--- config.mk ---
export PLATFORM = sky130hd
export DESIGN_NAME = branch_predict_unit
export DESIGN_NICKNAME = d
export VERILOG_FILES = /design/src/rtl/bpu_pkg.sv /design/src/rtl/bpu_bht.sv /design/src/rtl/branch_predict_unit.sv
export SDC_FILE = /design/constraint.sdc
export NUM_CORES = 1
export LEC_CHECK = 0
export ABC_AREA = 1
export BUFFER_PORTS_ARGS = -buffer_cell sky130_fd_sc_hd__clkbuf_2
export CORE_UTILIZATION = 38
export DETAILED_ROUTE_END_ITERATION = 12
export GPL_ROUTABILITY_DRIVEN = 1
export PLACE_DENSITY = 0.66
export SYNTH_ARGS = -nofsm -noshare
export SYNTH_HDL_FRONTEND = slang
export SYNTH_SLANG_ARGS = --single-unit
--- constraint.sdc ---
create_clock -name clk -period 3.83 [get_ports clk]
set_input_delay 0.5745 -clock clk [delete_from_list [all_inputs] [get_ports clk]]
set_output_delay 0.5745 -clock clk [all_outputs]
set_load 0.05 [all_outputs]
--- src/rtl/bpu_pkg.sv ---
// Shared encodings for the branch predict unit: branch/jump codes, next-PC
// source selects and 2-bit counter states.
package bpu_pkg;

   localparam logic [2:0] BR_NOB  = 3'b000;
   localparam logic [2:0] BR_BEQ  = 3'b001;
   localparam logic [2:0] BR_BNE  = 3'b010;
   localparam logic [2:0] BR_BLT  = 3'b011;
   localparam logic [2:0] BR_BGE  = 3'b100;
   localparam logic [2:0] BR_BLTU = 3'b101;
   localparam logic [2:0] BR_BGEU = 3'b110;

   localparam logic [1:0] JMP_NOJ  = 2'b00;
   localparam logic [1:0] JMP_JAL  = 2'b01;
   localparam logic [1:0] JMP_JALR = 2'b10;

   localparam logic [1:0] PCSRC_SEQ     = 2'b00;
   localparam logic [1:0] PCSRC_TGT     = 2'b01;
   localparam logic [1:0] PCSRC_JALR    = 2'b10;
   localparam logic [1:0] PCSRC_RECOVER = 2'b11;

   localparam logic [1:0] CNT_SNT = 2'b00;
   localparam logic [1:0] CNT_WNT = 2'b01;
   localparam logic [1:0] CNT_WT  = 2'b10;
   localparam logic [1:0] CNT_ST  = 2'b11;

   // Codes 001..110 are conditional branches; 000 and reserved 111 are not.
   function automatic logic is_cond_br(input logic [2:0] code);
      return (code >= BR_BEQ) && (code <= BR_BGEU);
   endfunction

endpackage

--- src/rtl/bpu_bht.sv ---
// Branch history table: 2^IDX_BITS two-bit saturating counters with one
// combinational read port and one saturating-update write port.
module bpu_bht
   import bpu_pkg::*;
#(
   parameter int unsigned IDX_BITS = 6
) (
   input  logic                clk,
   input  logic                rst_n,
   input  logic [IDX_BITS-1:0] rd_idx,
   output logic [1:0]          rd_cnt_c,
   input  logic                wr_en,
   input  logic [IDX_BITS-1:0] wr_idx,
   input  logic                wr_taken
);

   localparam int unsigned DEPTH = 1 << IDX_BITS;

   logic [1:0] cnt_q [DEPTH];
   logic [1:0] cur_cnt;
   logic [1:0] nxt_cnt;

   // Read returns the pre-update value; no write bypass.
   assign rd_cnt_c = cnt_q[rd_idx];

   always_comb begin
      cur_cnt = cnt_q[wr_idx];
      nxt_cnt = cur_cnt;
      if (wr_taken && (cur_cnt != CNT_ST))
         nxt_cnt = cur_cnt + 2'd1;
      else if (!wr_taken && (cur_cnt != CNT_SNT))
         nxt_cnt = cur_cnt - 2'd1;
   end

   always_ff @(posedge clk or negedge rst_n) begin
      if (!rst_n) begin
         for (int unsigned i = 0; i < DEPTH; i++)
            cnt_q[IDX_BITS'(i)] <= CNT_WNT;
      end else if (wr_en) begin
         cnt_q[wr_idx] <= nxt_cnt;
      end
   end

endmodule

--- src/rtl/branch_predict_unit.sv ---
// Branch resolution, misprediction recovery and BHT training for EX.
// Optional perf counters are built when BPU_PERF_EN is defined.
module branch_predict_unit
   import bpu_pkg::*;
#(
   parameter int unsigned XLEN     = 32,
   parameter int unsigned IDX_BITS = 6,
   parameter int unsigned CNT_W    = 16
) (
   input  logic             clk,
   input  logic             rst_n,
   input  logic [XLEN-1:0]  pcF,
   output logic             predTakenF,
   input  logic [XLEN-1:0]  pcE,
   input  logic             validE,
   input  logic             stallE,
   input  logic [2:0]       branchE,
   input  logic [1:0]       jumpE,
   input  logic             zero,
   input  logic             neg,
   input  logic             ltu,
   input  logic             predTakenE,
   output logic [1:0]       PCSrcE,
   output logic             flushE,
   output logic [CNT_W-1:0] branchCnt,
   output logic [CNT_W-1:0] mispredCnt
);

   logic [IDX_BITS-1:0] idx_f;
   logic [IDX_BITS-1:0] idx_e;
   logic [1:0]          cnt_f;
   logic                cond_br;
   logic                taken_e;
   logic                mispred;
   logic                train;
   logic                unused_pc_bits;

   assign idx_f   = pcF[IDX_BITS+1:2];
   assign idx_e   = pcE[IDX_BITS+1:2];
   assign unused_pc_bits = ^{pcF[XLEN-1:IDX_BITS+2], pcF[1:0],
                             pcE[XLEN-1:IDX_BITS+2], pcE[1:0], cnt_f[0]};

   assign cond_br = validE && is_cond_br(branchE);
   assign mispred = cond_br && (taken_e ^ predTakenE);
   assign train   = cond_br && !stallE;

   always_comb begin
      taken_e = 1'b0;
      case (branchE)
         BR_BEQ:  taken_e = zero;
         BR_BNE:  taken_e = !zero;
         BR_BLT:  taken_e = neg;
         BR_BGE:  taken_e = !neg;
         BR_BLTU: taken_e = ltu;
         BR_BGEU: taken_e = !ltu;
         default: taken_e = 1'b0;
      endcase
   end

   // Next-PC select; a conditional branch overrides any jump code.
   always_comb begin
      PCSrcE = PCSRC_SEQ;
      flushE = 1'b0;
      if (cond_br) begin
         if (taken_e && !predTakenE) begin
            PCSrcE = PCSRC_TGT;
            flushE = 1'b1;
         end else if (!taken_e && predTakenE) begin
            PCSrcE = PCSRC_RECOVER;
            flushE = 1'b1;
         end
      end else if (validE && (branchE == BR_NOB)) begin
         if (jumpE == JMP_JAL) begin
            PCSrcE = PCSRC_TGT;
            flushE = 1'b1;
         end else if (jumpE == JMP_JALR) begin
            PCSrcE = PCSRC_JALR;
            flushE = 1'b1;
         end else if (jumpE == JMP_NOJ) begin
            PCSrcE = PCSRC_SEQ;
         end
      end
   end

   bpu_bht #(
      .IDX_BITS (IDX_BITS)
   ) u_bht (
      .clk      (clk),
      .rst_n    (rst_n),
      .rd_idx   (idx_f),
      .rd_cnt_c (cnt_f),
      .wr_en    (train),
      .wr_idx   (idx_e),
      .wr_taken (taken_e)
   );

   assign predTakenF = cnt_f[1];

`ifdef BPU_PERF_EN
   logic [CNT_W-1:0] branch_q;
   logic [CNT_W-1:0] mispred_q;

   // Saturating perf counters, stepped once per branch as it leaves EX.
   always_ff @(posedge clk or negedge rst_n) begin
      if (!rst_n) begin
         branch_q  <= '0;
         mispred_q <= '0;
      end else if (train) begin
         if (branch_q != '1)
            branch_q <= branch_q + CNT_W'(1);
         if (mispred && (mispred_q != '1))
            mispred_q <= mispred_q + CNT_W'(1);
      end
   end

   assign branchCnt  = branch_q;
   assign mispredCnt = mispred_q;
`else
   assign branchCnt  = '0;
   assign mispredCnt = '0;
`endif

endmodule

==> results.yml <==
outcome:
  status: "completed"
logic_synthesis:
  synth_area_per_cell_um2: 6.49
  ys_types: 27
  seq_area_frac_synth_pct: 39.3
  synth-seq-cells: 128
  synth_area_leaders: "nand2_1 24%, dfstp_2 20%, dfrtp_1 19%, nand3_1 10%, inv_1 6.6%"
  yosysMostFrequentCell: "nand2_1"
  synth_edf_count: 0
  synth_top_area_share_pct: 24.5
  ys_async_sr_fraction_pct: 100
  netlist.top_cell.by_area: "nand2_1"
  ys_warn_count: 0
  synthFlopType: "dfstp_2"
  syn_area_um2: 8350
  syn_inst: 1285
  synth_common_cells: "544 x nand2_1, 167 x nand3_1, 147 x inv_1, 91 x nor2_1"
cells_and_area:
  fillers: 2190
  nets: 1388
  regMostFlops: "u_bht.cnt_q"
  syn2layout_area_growth_pct: 11.7
  diodes: 0
  drive_gt1_share_pct: 12.6
  largest_reg_flops: 128
  final_util_pct: 43.8
  final_cells: 1594
  top_regs: "u_bht.cnt_q (128)"
clocking:
  clockRootBuffer: "clkbuf_16"
  cts_max_level: 4
  path_clk_slew_ns: 0.06
  cts_max_path_buffers: 2
  cts_hold_buf: 0
  cts_resized: 0
  cts_buffers: 17
  cts.sinks: 128
  postCtsSetupRepairBufs: 0
  cts_tree: "built"
  clock_latency_ns: 0.43
timing:
  min_period_ns: 3.24
  finalSetupViolCount: 0
  setup_tns_ns: 0
  tightest_slew_ns: 0.917
  maxSlewHeadroom_pct: 38.9
  hold_viol_final: 0
  slew_violations: 0
  skew_ns: 0.00988
  max_freq_ghz: 0.308
  rsz0062_at_grt: "false"
  post-route-period-util_pct: 84.7
grt:
  first_global_vias: 7608
  grt_overflow: 0
  antenna_found_initial: 0
  grt_util_all_layers_pct: 23.9
  grt_max_degree: 68
  grt_use_met3_pct: 4.55
  busiest_layer: "met2"
  grt_use_met1_pct: 31.4
  grtUsageMet2_pct: 38.5
  grt_first_pass_wirelength_um: 40500
critical_path:
  crit_required_ns: 3.26
  reg2reg_slack_ns: 0.85
  critPathCaptureType: "output port"
  reg2reg_depth: 17
  r2r_end: "u_bht.cnt_q[122]$_DFFE_PN1P_"
  cp-start-kind: "input pin"
  r2r-start: "u_bht.cnt_q[107]$_DFFE_PN0P_"
  cp_max_fo: 30
  worstPathArrival_ns: 2.67
  critPathKind: "in2out"
route:
  drt-pass1-iter-count: 5
  drc: 0
  drt-initial-drc-count: 779
  vias: 8197
  viasPerCell: 5.14
  wl_um: 25800
  wl_per_cell_um: 16.2
  postRouteAntennaNets: 0
floorplanning:
  start_util_pct: 39.2
  die_w_um: 150
  num_rows: 53
  die_area_um2: 22600
  io_pins: 113
  core_um2: 21300
  dieHeight_um: 150
power_and_ir_drop:
  ir_worst_vdd_uv: 298
  finalPower_mw: 4.00
  powerDensity_nw_per_um2: 429
  p_leak_nw: 4.72
placement:
  gp_congestion: 0.907
  numPortBuffers: 28
  dp_hpwl_um: 16100
  dp.cells: 1562
worst_hold_path:
  worstHoldPathType: "in2async"
flow_run:
  max_cap_violations: 0
-- power breakdown --
group,leakage [nW],internal [mW],switching [mW]
registers,1.54,1.50,0.0683
logic,2.89,0.210,0.551
clock network,0.295,1.07,0.605
total,4.72,2.78,1.22
-- cell usage in the layout, fill, tap and decap left out, types with 2 or more instances in the layout --
cell	netlist	final
nand2_2	3	4
clkbuf_2	0	27
bufinv_16	0	3
nor2_2	5	5
inv_2	3	3
buf_12	0	11
conb_1	1	32
o21ai_0	49	49
nand2_4	2	2
clkinv_2	0	4
nand3_1	167	167
clkbuf_16	0	17
nand2_1	544	543
clkbuf_1	18	5
buf_4	39	18
o211ai_1	11	11
nor3_1	8	8
ha_1	5	5
or2_1	2	2
a21oi_1	21	21
dfrtp_1	64	64
dfstp_2	64	64
clkbuf_8	0	3
or2_2	3	3
o21ai_1	6	6
inv_1	147	147
nor2_1	91	91
-- routing by layer --
| layer | vias up | wire length [um] | share of wire [%] |
|---|---|---|---|
| met3 | 74 | 2270 | 8.8 |
| met1 | 3786 | 11000 | 43 |
| met2 | 387 | 11700 | 45 |
| met5 | - | 0 | 0 |
| met4 | 0 | 823 | 3.2 |
| li1 | 3950 | - | - |
-- logic make-up (layout without fill, tap and decap cells) --
kind of cell	Yosys count	count (layout)	synth area share, %
adders and majority gates	5	5	0.750
other	1	32	0.0449
and+or+nand+nor	827	827	40.5
buffers and inverters	236	239	13.7
DFF	128	128	39.3
AOI/OAI and AO/OA	88	88	5.65
-- worst max-delay path, stage by stage --
cell and delay [ns]:
clkbuf_2 0.39, buf_4 0.42, a21oi_1 0.12, o21ai_0 0.14
nand3_1 0.14, a21oi_1 0.20, o21ai_0 0.13, nand2_1 0.14
nand2_1 0.06, nand2_1 0.07, clkbuf_2 0.27
-- worst max path at each step --
stage                     startpoint  cells after the start                      endpoint
final                         pcF[2]                     11                    predTakenF
after global routing          pcF[2]                     11                    predTakenF
after floorplan           branchE[1]                      8                     PCSrcE[1]
after detailed placement      pcE[2]                     20   u_bht.cnt_q[73]$_DFFE_PN0P_
after CTS                     pcF[2]                     10                    predTakenF
after global placement        pcE[2]                     20  u_bht.cnt_q[117]$_DFFE_PN0P_
-- through the flow --
step	setup WS [ns]	instance area [um^2]	hold WS, ns
floorplan	0.990	8460	0.279
global placement	0.390	8720	0.453
detailed placement	0.353	8720	0.456
CTS	0.665	9320	0.309
global route	0.407	9320	0.340
finish	0.586	9320	0.285
-- final cells by class --
class	instances	area [um^2]	share of cell area [%]
clock inverter	7	110	1.18
sequential	128	3280	35.2
clock buffer	25	485	5.21
inverter	151	569	6.11
timing repair buffer	56	490	5.26
tap	275	344	3.69
multi-input combinational	952	4040	43.3
(Power assumes the default switching activity.)
